==> src/rtl/fired_tag_fifo.sv <==
// Show-ahead FIFO of fired-neuron tags between the neuron update stage and
// synaptic_processing_unit; one entry per neuron, cleared at each timestep boundary.
module fired_tag_fifo #(
  parameter int unsigned numneurons = 2,
  parameter int unsigned tagbits    = 1,
  parameter int unsigned cntbits    = 2
) (
  input  logic               clk,
  input  logic               syn_reset_n,
  input  logic               flush,
  input  logic               req_enq,
  input  logic [tagbits-1:0] tag_in,
  input  logic               req_deq,
  output logic [tagbits-1:0] src_tag_out,
  output logic               fifo_empty,
  output logic               fifo_full,
  output logic [cntbits-1:0] fifo_count,
  output logic               overflow,
  output logic               underflow
);

  localparam logic [tagbits-1:0] LAST_PTR  = tagbits'(numneurons - 1);
  localparam logic [cntbits-1:0] CAPACITY  = cntbits'(numneurons);

  logic [tagbits-1:0] mem [numneurons];
  logic [tagbits-1:0] rd_ptr;
  logic [tagbits-1:0] wr_ptr;
  logic [cntbits-1:0] count;

  logic not_empty;
  logic pop_ok;
  logic push_ok;
  logic [tagbits-1:0] rd_ptr_nxt;
  logic [tagbits-1:0] wr_ptr_nxt;

  always_comb begin
    not_empty  = (count != '0);
    pop_ok     = req_deq && not_empty;
    // A full FIFO still accepts a push when the same cycle frees the head slot.
    push_ok    = req_enq && ((count < CAPACITY) || pop_ok);
    rd_ptr_nxt = (rd_ptr == LAST_PTR) ? '0 : rd_ptr + 1'b1;
    wr_ptr_nxt = (wr_ptr == LAST_PTR) ? '0 : wr_ptr + 1'b1;
  end

  always_ff @(posedge clk) begin
    if (!syn_reset_n) begin
      rd_ptr    <= '0;
      wr_ptr    <= '0;
      count     <= '0;
      overflow  <= 1'b0;
      underflow <= 1'b0;
    end else if (flush) begin
      rd_ptr <= '0;
      wr_ptr <= '0;
      count  <= '0;
    end else begin
      if (push_ok) begin
        wr_ptr <= wr_ptr_nxt;
      end
      if (pop_ok) begin
        rd_ptr <= rd_ptr_nxt;
      end
      if (push_ok && !pop_ok) begin
        count <= count + 1'b1;
      end else if (pop_ok && !push_ok) begin
        count <= count - 1'b1;
      end
      if (req_enq && !push_ok) begin
        overflow <= 1'b1;
      end
      if (req_deq && !pop_ok) begin
        underflow <= 1'b1;
      end
    end
  end

  // Storage carries no reset; stale entries are masked by count.
  always_ff @(posedge clk) begin
    if (syn_reset_n && !flush && push_ok) begin
      mem[wr_ptr] <= tag_in;
    end
  end

  always_comb begin
    src_tag_out = not_empty ? mem[rd_ptr] : '0;
    fifo_empty  = !not_empty;
    fifo_full   = (count == CAPACITY);
    fifo_count  = count;
  end

endmodule

==> config.mk <==
export PLATFORM = sky130hd
export DESIGN_NAME = fired_tag_fifo
export DESIGN_NICKNAME = d
export VERILOG_FILES = /design/src/rtl/fired_tag_fifo.sv
export SDC_FILE = /design/constraint.sdc
export NUM_CORES = 1
export LEC_CHECK = 0
export CAP_MARGIN = 30
export CORE_MARGIN = 10
export CORE_UTILIZATION = 30
export CTS_BUF_LIST = sky130_fd_sc_hd__clkbuf_8
export DETAILED_ROUTE_END_ITERATION = 8
export PLACE_DENSITY = 0.65
export SETUP_SLACK_MARGIN = 0.3
export SLEW_MARGIN = 20
export SYNTH_ARGS = -nofsm -noshare
export SYNTH_HDL_FRONTEND = slang
export SYNTH_SLANG_ARGS = --single-unit
==> constraint.sdc <==
create_clock -name clk -period 1.88 [get_ports clk]
set_clock_uncertainty 0.1 [all_clocks]
set_input_delay 0.188 -clock clk [delete_from_list [all_inputs] [get_ports clk]]
set_output_delay 0.188 -clock clk [all_outputs]
set_load 0.02 [all_outputs]
* Word level (Yosys, flattened, before mapping)
Memories as Yosys holds them, arrays and structs flattened. A register that Yosys moved wholly into a read port is not among the register bits.
Index checks and enable logic that the tools add are counted.
** Word-level totals
- Input bits :: 6
- Flip-flop bits (word level) :: 6
- Bits in writable memories :: 2
- Output and inout port bits :: 7
- Memories :: 1
- Logic and storage cells :: 41
** Memories
- mem :: words 2, width 1, rd ports 1, clocked after memory_dff 1, wr ports 1, line 25 : logic [tagbits-1:0] mem [numneurons];
** Operators by class
- Mux-type cells :: 9
- Add/sub/neg operators :: 4
- Equality and inequality tests :: 1
- Reduce and logical (&&, ||, !) cells :: 18
- Magnitude comparators :: 1
- Bitwise logic cells :: 2
** Operator list (count)
- $logic_and 1x1->1 :: 8
- $mux 1 :: 7
- $logic_not 1->1 :: 4
- $mux 2 :: 2
- $reduce_and 2->1 :: 2
- $reduce_bool 2->1 :: 2
- $add 1x1->1 const B :: 2
- $add 2x1->2 const B :: 1
- $eq 2x2->1 const B :: 1
- $lt 2x2->1 const B :: 1
- $not 1->1 :: 2
- $reduce_or 2->1 :: 1
- $sub 2x1->2 const B :: 1
- $logic_or 1x1->1 :: 1

* Logic depth before layout (Yosys ltp)
Gate-level depths: netlist of run 1.
- Word-level depth :: 8
- Mapped depth :: 6
- Gate-level depth less buffers :: 6

* Worst setup path before layout of run 1
Ideal clock, no wire load.
- Kind :: register -> register
- From :: register count[1] (netlist: fifo_count[1])
- To :: register count[1] (netlist: fifo_count[1])
- Period minus slack after synthesis :: 1734 ps
- Buffers on the path :: 0
- Path slack :: 146 ps
- Stages on the path, launching flop included :: 6
- Data required time :: 1710 ps
- Setup time :: 70 ps
- Arrival time :: 1563 ps
- Cell sequence :: dfxtp_1 -> nor2b_4 -> nor2_1 -> ha_1 -> or3_1 -> a21oi_1
** Between the ends
- Cells in the longest elaborated chain, start to end :: 7
- Elaborated cells on any way between the ends :: 14
- Classes of those cells :: add/sub: 2; order compare: 1; mux: 2; reduce/logical: 9
** RTL lines
- start: declaration :: line 28 : logic [cntbits-1:0] count;
- start signal: assignment :: line 64 : count <= count + 1'b1;
- start signal: assignment :: line 66 : count <= count - 1'b1;
- parallel branches: the longest is 2 deep, another holds $lt 2x2->1
- $logic_or 1x1->1 * :: line 40 : push_ok = req_enq && ((count < CAPACITY) || pop_ok);
- $logic_and 1x1->1 * :: line 40
- via push_ok :: line 32 : logic push_ok;
- $logic_not 1->1 :: line 65 : end else if (pop_ok && !push_ok) begin
- $logic_and 1x1->1 :: line 65
- $reduce_bool 2->1 (no source line)
Mark *: on every way through the listed nets, which the timed path passes. The select of a mux whose other input is x is not followed.
A chain may end at the register's enable or synchronous reset.

* Final worst setup path of run 1
- From :: register count[1] (netlist: fifo_count[1])
- To :: output port fifo_count[1]
** RTL lines
- end: declaration :: line 17 : output logic [cntbits-1:0] fifo_count,
No word-level cell between the ends.

==> results of run 1 <==
cells by family after synthesis:
kind of cell	after synthesis
simple gates	15
flops	9
compound gates	7
xor+xnor	3
buf+inv	2
mux	1
fa+ha+maj	1
synth_stat cells:
cell / instances / area [um2]
sky130_fd_sc_hd__a21oi_1: 2 / 10.0
sky130_fd_sc_hd__and2b_2: 1 / 8.76
sky130_fd_sc_hd__nand2b_1: 1 / 6.26
sky130_fd_sc_hd__nor2_1: 6 / 22.5
sky130_fd_sc_hd__inv_1: 2 / 7.51
sky130_fd_sc_hd__o21a_1: 2 / 15.0
sky130_fd_sc_hd__nor2b_4: 1 / 13.8
sky130_fd_sc_hd__nor4_1: 2 / 12.5
sky130_fd_sc_hd__nor4b_1: 1 / 8.76
sky130_fd_sc_hd__o21ai_0: 3 / 15.0
sky130_fd_sc_hd__xor2_1: 3 / 26.3
sky130_fd_sc_hd__dfxtp_1: 7 / 140
sky130_fd_sc_hd__mux2i_1: 1 / 10.0
sky130_fd_sc_hd__nor3b_1: 1 / 7.51
sky130_fd_sc_hd__or3_1: 2 / 12.5
sky130_fd_sc_hd__edfxtp_1: 2 / 60.1
sky130_fd_sc_hd__ha_1: 1 / 12.5
worst paths after layout:
path / from / endpoint / slack [ns] / cells after the start
max reg2reg: fifo_count[1] / fifo_count[1] / 0.37 / 5
min: underflow / underflow / 0.37 / 1
max: fifo_count[1] / fifo_count[1] / 0.37 / 1
min reg2reg: underflow / underflow / 0.37 / 1
per-layer routing:
metal,part of all wire (%),vias to the layer above
met2,35,15
met1,44,144
li1,-,176
met3,16,4
met5,0,-
met4,4.2,0
through the flow:
stage | util [%] | worst slack (ns) | cells | hold slack (ns)
floorplan | - | 0.306 | 38 | 0.187
global placement | 48.0 | 0.0616 | 68 | 0.349
detailed placement | 48.0 | 0.0486 | 68 | 0.359
CTS | 51.4 | 0.328 | 72 | 0.370
global route | 51.9 | 0.312 | 72 | 0.385
finish | 51.9 | 0.373 | 72 | 0.365
area by class of cell:
class / count / area [um2]
Clock inverter: 1 / 3.75
Timing Repair Buffer: 16 / 148
Sequential cell: 9 / 205
Inverter: 2 / 7.51
Multi-Input combinational cell: 27 / 185
Tap cell: 14 / 17.5
Fill cell: 115 / 563
Clock buffer: 3 / 41.3
what timing repair did:
action	4_1_cts	5_1_grt
resized for setup	4	3
setup endpoints to repair	4	2
pin swaps	0	2
hold buffers	0	0
cloned	0	0
power groups by stage:
| stage | Clock (mW) | Combinational [mW] | Sequential [mW] |
|---|---|---|---|
| 3_3_place_gp | 0 | 0.0968 | 0.219 |
| 3_5_place_dp | 0 | 0.0979 | 0.219 |
| 5_1_grt | 0.243 | 0.103 | 0.217 |
| 4_1_cts | 0.230 | 0.0930 | 0.216 |
| 6_report | 0.221 | 0.0935 | 0.216 |
| 2_1_floorplan | 0 | 0.0428 | 0.225 |
==> results list, run 1 <==
- The initial utilization of the core area, before any placement, comes to 33.2%.
- Category of the critical setup timing path: register to output port
- At the end of routability-driven placement, the weighted congestion stood at 0.700.
- Normalized max-slew margin: about four fifths
* DRT antenna net count: 0
- Counting every instance in the synthesized netlist gives 38.
* Overall track demand over capacity in global routing: 5.83%
- Site Rows: 12
- TritonCTS built the clock tree.
- Number of top-level pins: 13
- For this design the total switching power over the nets is 132 uW.
* CP Cell Sequence: clkdlybuf4s50_1
- Max-slew violation count: 0
- Highest achievable clock rate: roughly 660 MHz
* Outcome: completed
* Starting DRT DRC Count: 5
* Avg Synthesized Cell Area: 10.2 um2
* Clock edge transition at the registers on the reported setup and hold paths: 0.05 ns
* Post-synth cell types: 17
- Global-route wire length before repair: between 1000 and 1500 um
- Clock power share: 41.7%
* GR Util met2: 6.77%
- Multiplexer cells account for 2.57% of the synthesized area.
- Total number of yosys warnings: 0
- Final Total Pwr: around 530 uW
- Cts bufs inserted: 3
* Routed wire length: 806 um
- Area of the core: 1170 um2
- The initial antenna violation count was 0.
- Instance area after placement: about 560 um2
- The floorplan step set the die height to 56.0 um.
- Port buffering added 12 buffers.
- Net switching is about 25% of the power.
- STA classifies the critical path startpoint as a register.
- Relative to the synthesized area, the layout overhead comes to 56.3%.
- Post-synthesis compound-gate area fraction: 10.3%
- After detailed routing, the number of remaining DRC violations is 0.
* Floorplan die width: around 56 um
- Post-route cell area: approximately 600 um2
* Crit end category: output port
- In this run the static leakage power is 0.262 nW.
- Mapped Nets: 45
- The hold violation total from the final report was 0.
- Pin count of the biggest net entering global routing: 9
* Total iterations of the first detailed-routing run: 2
- Fraction of the cycle the final worst path needs: 80.1%
* Fraction of layout cells with a size suffix above 1: 20.7%
- The number of setup buffers added after CTS is 0.
- In this design, the stage delay of the slowest critical-path cell is approximately 0.61 ns.
- Root Buffer Master: sky130_fd_sc_hd__clkbuf_8
- Count of state elements after synthesis: 9
- Internal power comes to approximately 400 uW.
* Highest-count cells in the layout ignoring fill and taps: sky130_fd_sc_hd__clkdlybuf4s50_1, sky130_fd_sc_hd__nor2_1, sky130_fd_sc_hd__dfxtp_1
- The routed design could run at a clock period as short as between 1.5 and 2 ns.
- Sequential cells burn between 40% and 50% of the power.
- Detail-routed net length per standard cell: 11.2 um
- Dominant combinational cell family by area after synthesis: simple AND/OR/NAND/NOR gates
* Commonest non-fill, non-tap cell in the layout: sky130_fd_sc_hd__clkdlybuf4s50_1
- For the worst setup path, the data required time is 1.59 ns.
* PwrDens: 873 nW/um2
- H-tree depth: 1
* Number of global-route vias before repair: 321
- Slew at the pin closest to its max-slew limit: approximately 0.29 ns
* Xor/xnor share of the synthesized area: between 6 and 7%
- Max VDD drop: 0.537 mV
- Summed over all layers, the global routing overflow is 0.
- Post-synth design cell area: 389 um2
* Simple-Gate Fraction of Synth Area: roughly a quarter
- Setup violations remaining at the end of the flow were counted as 0.
* Worst path bufs/invs: 1
* Data arrival time of the worst path: 1.22 ns
- Dividing the detail-routed via count by the number of cells gives 4.71.
- The clock reaches the later pin of the worst-skew pair after around 0.24 ns.
- Part of the total power dissipated in combinational logic: between 15 and 20%
- The layer flagged by global routing as most heavily used is met2.
- Across the run, the number of max-cap violations was 0.
- 0 antenna diodes ended up in the layout.
* Clock Sinks: 9
- DIE AREA: about 3100 um2
- The clock passes through at most 2 buffers.
* Adder-cell share of the synthesized area: 3.22%
- Worst hold path class: register to register
- Met1 Use GR: 5.33%
- CP max-delay cell: sky130_fd_sc_hd__clkdlybuf4s50_1
- Met3 Resource Use GR: 5.92%
- For this run, the register share of the synthesized area comes to 51.4%.
* Final setup TNS: 0 ns
* Unrepaired setup endpoints after global routing: yes
- Vias: between 300 and 400
- Worst Path Max Fanout: 8
- Largest delay share family, worst path: buffers and inverters
* Post-layout net count: 66
(Power assumes the default switching activity.)
==> inputs of run 2 (changes only) <==
--- a/config.mk
+++ b/config.mk
@@ -10,7 +10,7 @@
 export CORE_UTILIZATION = 30
 export CTS_BUF_LIST = sky130_fd_sc_hd__clkbuf_8
 export DETAILED_ROUTE_END_ITERATION = 8
-export PLACE_DENSITY = 0.65
+export PLACE_DENSITY = 0.68
 export SETUP_SLACK_MARGIN = 0.3
 export SLEW_MARGIN = 20
 export SYNTH_ARGS = -nofsm -noshare
==> constraint.sdc (replaced) <==
create_clock -name clk -period 1.35 [get_ports clk]
set_clock_uncertainty 0.1 [all_clocks]
set_input_delay 0.135 -clock clk [delete_from_list [all_inputs] [get_ports clk]]
set_output_delay 0.135 -clock clk [all_outputs]
set_load 0.02 [all_outputs]
==> run 2 against run 1 <==
Compared with the run above:
- the run now ends with setup timing left
- sequential share of layout area shrank 5.4 points
- sequential power grew 39%
- clock-buffer cell count is the same
- worst hold slack lost 0.0046 ns
- die area is the same
- non-clock buffer count grew 9
- via count grew 9.7%
- critical path depth grew 4
- highest routed layer unchanged
==> results list, run 2 (same netlist as run 1, synthesis figures left out) <==
- The library cell used most frequently in the layout, excluding fill and tap cells, is sky130_fd_sc_hd__buf_4.
- The worst hold path belongs to the class register to register.
* Final Non-Filler Cells: 81 (+13%)
- The chip height was 56.0 um (unchanged).
- Pre-CTS setup slack: -0.433 ns (-0.482 ns)
- The number of violations reported at the end of detailed-routing iteration 0 was 4 (-1).
- Fraction of layout cells with a size suffix above 1: 50.7% (+30 points)
- The post-detailed-route via-to-cell ratio is 4.59 (-2.5%).
- The number of nets in the finished design is 75 (+14%).
* Routability Congestion: 0.771 (+10%)
- Pin count of the biggest net entering global routing: 6 (-3)
- Final HPWL from detailed placement: 625 um
- The critical path required time was 1.41 ns (-0.18 ns).
- TritonCTS built the clock tree.
- Setup repair after global routing could not meet its margin everywhere.
- Subtracting the final worst setup slack from the clock period gives 1.45 ns.
- CP Cell Sequence: nor2b_4 -> nor2_2 -> ha_4 -> or3_1 -> a21oi_1
- The maximum vdd drop came to 0.672 mV (+25%).
- Slew at the pin closest to its max-slew limit: 0.292 ns (+0.00466 ns)
* Critical Path Sink: fifo_count[1]
* CP max-delay cell: sky130_fd_sc_hd__dfxtp_4
- The number of buffer cells added on primary ports came to 12 (unchanged).
- The power spent charging and discharging nets is 198 uW (+50%).
* Reg power frac: 38.2% (-2.5 points)
- Internal Power: 588 uW (+47%)
- STA classifies the critical path startpoint as a register.
- The total number of H-tree levels is 1 (unchanged).
* Final standard cell utilization of the core: 62.6% (+11 points)
- Vias: 372 (+9.7%)
- The headroom to the max-slew limit was 80.5% (-0.31 points).
- The number of global-route vias before repair came to 372 (+16%).
* FF-to-FF Start: fifo_count[1]
* Part of the total power dissipated in combinational logic: 23.1% (+5.5 points)
* Delay of the slowest cell on the worst path: 0.35 ns (-0.26 ns)
* Cts bufs inserted: 3 (unchanged)
- Number of cells on the critical path: 5 (+4)
- DR DRC count: 0 (unchanged)
- Instance area after placement: 602 um2 (+7.1%)
- The number of clock sinks was 9 (unchanged).
- Crit end category: register
* Overall track demand over capacity in global routing: 6.33% (+0.50 points)
* Site Rows: 12 (unchanged)
- The effective utilization at floorplan came to 33.2% (unchanged).
- Routed wire length: 927 um (+15%)
- Cell count of the worst reg-to-reg path: 5 (unchanged)
* Post-route cell area: 733 um2 (+21%)
- The checks that failed: setup timing.
- The maximum buffer depth of the clock tree was 2 (unchanged).
* Post-cts hold buffer count: 0 (unchanged)
- The global-route wire length before repair came to 1570 um (+16%).
- The ratio of total power to cell area came to 1070 nW/um2 (+23%).
- Area delta synth->final: 88.4%
* DIE AREA: 3140 um2 (unchanged)
* Final WS setup: -0.103 ns (-0.477 ns)
- The max-capacitance violation count was 0 (unchanged).
- The remaining antenna violation count after routing came to 0 (unchanged).
- Number of antenna violations at the first check in global routing: 0 (unchanged)
* FILL cells: 101 (-12%)
- Root Buffer Master: sky130_fd_sc_hd__clkbuf_8
- Total iterations of the first detailed-routing run: 2 (unchanged)
- The switching part of the total power is 25.2% (+0.31 points).
- The register cell area after layout was 208 um2 (+1.2%).
- The summed negative setup slack over all endpoints came to -0.158 ns (-0.158 ns).
- Clk Latency, worst-skew pair: 0.23 ns (about the same)
* Number of cells on the worst hold path: 1 (unchanged)
- Leakage power: 0.309 nW (+18%)
* Max-slew violation count: 0 (unchanged)
* Highest achievable clock rate: 688 MHz
* GR Overflow Total: 0 (unchanged)
- Clock edge transition at the registers on the reported setup and hold paths: 0.04 ns (about the same)
- Category of the critical setup timing path: register to register
- Number of top-level pins: 13 (unchanged)
- The flow ran to the end, but the final reports show violations.
- The number of endpoints failing setup at the final stage was 3 (+3).
- Hold Fails Final Rpt: 0 (unchanged)
- Clock power share: 38.7% (-3.0 points)
- In the finished design, the share of the clock period the worst path needs comes to 108%.
- Broken down by cell family, the worst path's largest delay share belongs to simple AND/OR/NAND/NOR gates.
- The minimum setup slack among reg-to-reg paths was -0.10 ns (-0.48 ns).
- Capture instance of the worst register-to-register path: fifo_count[1]
- Worst path bufs/invs: 0 (-1)
- The critical path data arrival time came to 1.51 ns (+0.29 ns).
- The mean routed wirelength per cell was 11.4 um (+2.2%).
- Critical path origin: fifo_count[1]
- Highest-count cells in the layout ignoring fill and taps: sky130_fd_sc_hd__buf_4, sky130_fd_sc_hd__dfxtp_1, sky130_fd_sc_hd__buf_6
* Multi-input gate area: 243 um2 (+31%)
- The number of placed instances, taps included came to 73 (+7.4%).
- The core outline area was 1170 um2 (unchanged).
- Worst Path Max Fanout: 4 (-4)
* Antenna diodes: 0 (unchanged)
- Floorplan die width: 56.0 um (unchanged)
-- run 2: area by class of cell --
cell class / instances / share of cell area (%)
tap: 14 / 2.39
timing repair buffer: 25 / 29.0
sequential: 9 / 28.3
clock inverter: 1 / 0.512
clock buffer: 3 / 5.63
inverter: 2 / 1.02
multi-input combinational: 27 / 33.1
-- run 2: what timing repair did --
action	4_1_cts	5_1_grt
gates resized for setup	47	3
cloned	0	0
endpoints found under the setup margin	16	14
buffers inserted	2	2
pin swaps	2	3
-- run 2: worst min-delay path by stage --
stage                     startpoint   endpoint
final                       overflow   overflow
after global routing        overflow   overflow
after CTS                   overflow   overflow
after detailed placement   underflow  underflow
after global placement     underflow  underflow
after floorplan               tag_in     mem[0]
-- run 2: worst reg2reg max path: stages (launching register included) --
cell and delay, ns:
sky130_fd_sc_hd__dfxtp_4 0.35, sky130_fd_sc_hd__nor2b_4 0.13, sky130_fd_sc_hd__nor2_2 0.13, sky130_fd_sc_hd__ha_4 0.22, sky130_fd_sc_hd__or3_1 0.34, sky130_fd_sc_hd__a21oi_1 0.12
-- run 2: through the flow --
| step | total power [mW] | hold slack [ns] |
|---|---|---|
| 2_1_floorplan | 0.373 | 0.134 |
| 4_1_cts | 0.789 | 0.359 |
| 6_report | 0.785 | 0.360 |
| 3_5_place_dp | 0.456 | 0.356 |
| 5_1_grt | 0.825 | 0.367 |
| 3_3_place_gp | 0.454 | 0.352 |
-- run 2: layer usage --
metal  routed length (um)  vias to the layer above  GRT usage, %
met5                    0                        -             0
met4                   37                        0          5.12
met3                  134                        5          5.47
met2                  407                       15          9.29
met1                  348                      161          5.35
li1                     -                      191             -
-- run 2: power groups by stage --
stage	sequential (mW)	clock [mW]	combinational, mW
floorplan	0.313	0	0.0605
global placement	0.302	0	0.152
detailed placement	0.302	0	0.153
CTS	0.300	0.314	0.175
global route	0.302	0.325	0.197
finish	0.300	0.304	0.181
==> edit (config.mk and constraints of run 1) <==
Set the parameter `cntbits` to 3 (it was 2).
--- a/src/rtl/fired_tag_fifo.sv
+++ b/src/rtl/fired_tag_fifo.sv
@@ -3,7 +3,7 @@
 module fired_tag_fifo #(
   parameter int unsigned numneurons = 2,
   parameter int unsigned tagbits    = 1,
-  parameter int unsigned cntbits    = 2
+  parameter int unsigned cntbits    = 3
 ) (
   input  logic               clk,
   input  logic               syn_reset_n,
Interface: changed (resized fifo_count); port bits go from 13 to 14. The function was not compared with the original's and may differ.
==> edit against run 1 <==
- the run now ends with setup timing left
- final cell count up 22%
- sequential cell count up 1
- synthesized area increased by 18%
- setup slack lost 0.41 ns
- non-clock buffer count grew 9
- design area is 28% higher
- worst hold slack better by 0.0034 ns
- wire length increased by 22%
- highest routed layer unchanged
Power is not compared: it rests on default switching activity, and its combinational part moved more than twofold at a synthesized area within 25%.
==> edit: results (changes against run 1) <==
status finished with violations (was complete, no violations); failing checks setup timing; global-route wire length before repair 1.67 mm (was 1.35 mm); Worst-Margin Slew 0.234 ns (was 0.287 ns); root buf cell clkbuf_8 (unchanged); Reg2Reg Depth 7 (was 5); dpl hpwl 799 um; Crit Path Max Fanout 3 (was 8); sequential-to-total area share from yosys stat 0.478 (was 0.514); synth unique cells 23 (was 17); Synth top cells by count dfxtp_1 (8), nor2_1 (6), xor2_1 (3) (was dfxtp_1 (7), nor2_1 (6), o21ai_0 (3), xor2_1 (3)); Avg Vias per Cell 4.63 (was 4.71); Avg Cell Area, Syn 10.7 sq um (was 10.2 sq um); top cells by area, synth dfxtp_1 (35%), edfxtp_1 (13%), xor2_1 (5.7%) (was dfxtp_1 (36%), edfxtp_1 (15%), xor2_1 (6.8%)); max reg flops 3; largest net degree at the start of global routing 7 (was 9); Clk Latency, worst-skew pair 0.23 ns; fraction of synthesized area in multiplexers 0.0435 (was 0.0257); Pleak 0.337 nW; worst hold start overflow (was underflow); Reg clk slew, reported paths 0.05 ns (about the same); RR Startpoint fifo_count[2] (was fifo_count[1]); final setup vio count 1 (was 0); number of global-route vias before repair 390 (was 321); setup_tns -0.0386 ns (was 0 ns); layout net count 81 (was 66); non-filler cells, final 88 (was 72); placed instance area 712 sq um (was 562 sq um); ys async rst share 0 (unchanged); Synth Area in Adders 0.0707 (was 0.0322); EDFF count, synth 2 (unchanged); routability cong. 0.677 (was 0.700); layout cell share with drive strength beyond 1 0.389 (was 0.207); clk buf depth 2 (unchanged); Num CTS Buffers 3 (unchanged); post-layout util 0.527 (was 0.519); GRT Total Usage 0.0615 (was 0.0583); IO buf count 13 (was 12); Post-Syn Nets 51 (was 45); Pre-antenna DRT Iters 2 (unchanged); antenna violations before repair 0 (unchanged); Hold Path Cell Cnt 1 (unchanged); HP Class reg -> reg (unchanged); Ys Warns 0 (unchanged); Synth Area in Compound Gates 0.136 (was 0.103); htree depth 1 (unchanged); setup slack after layout -0.0386 ns (was 0.373 ns); Critical Path Start fifo_count[2] (was fifo_count[1]); # fillers 141 (was 115); peak supply drop 0.408 mV; n_diodes 0 (unchanged); Cells after DPL 82 (was 68); post-synthesis xor/xnor area fraction 0.0571 (was 0.0675); Post-Route WL 985 um (was 806 um); DRT iter0 DRCs 1 (was 5)
-- edit: power by group --
part	total (W)	switching [W]	internal (W)
Clock	0.000265	0.0000814	0.000184
Sequential	0.000249	0.0000138	0.000236
Combinational	0.000221	0.000104	0.000117
Total	0.000736	0.000199	0.000537
-- edit: per-layer routing --
| layer | global-route usage | vias to the layer above | routed length (um) |
|---|---|---|---|
| met5 | 0 | - | 0 |
| met4 | 0.0492 | 0 | 27 |
| met3 | 0.0279 | 2 | 95 |
| met2 | 0.0871 | 13 | 421 |
| met1 | 0.0689 | 184 | 441 |
| li1 | - | 208 | - |
-- edit: metrics by stage --
step,hold slack (ns),setup slack [ns],total power [W]
after floorplan,0.187,-0.0693,0.000373
after global placement,0.354,-0.349,0.000476
after detailed placement,0.357,-0.357,0.000478
after CTS,0.373,-0.0477,0.000739
after global routing,0.388,-0.119,0.000776
final,0.368,-0.0386,0.000736
-- edit: repair_timing --
item	4_1_cts	5_1_grt
setup endpoints to repair	8	4
buffers inserted	1	1
pin swaps	3	2
gates cloned	0	0
resized for setup	12	2
-- edit: critical path, stage by stage, from the launching register on --
cell,delay [ns]
dfxtp_4,0.36
o31ai_4,0.29
ha_4,0.18
inv_2,0.03
fa_2,0.32
xor2_1,0.16
or3_1,0.30
a21oi_1,0.11
-- edit: cells by family (layout without fill, tap and decap cells) --
kind of cell               count (synthesis)  after routing
xor gates and xnor gates                   3              3
AOI/OAI and AO/OA                          7              7
and+or+nand+nor                           17             17
adders and majority gates                  2              2
DFF                                       10             10
buffers and inverters                      2             31
muxes                                      2              2
-- edit: final timing paths --
path,endpoint,slack (ns)
worst max-delay path,fifo_count[2],-0.04
worst min-delay path,overflow,0.37
worst max register to register,fifo_count[2],-0.04
worst min register to register,overflow,0.37
-- edit: layout make-up --
type	count	area share
Clock buffer	4	0.0710
Inverter	2	0.00968
Multi-Input combinational cell	31	0.332
Sequential cell	10	0.298
Tap cell	16	0.0258
Timing Repair Buffer	25	0.263
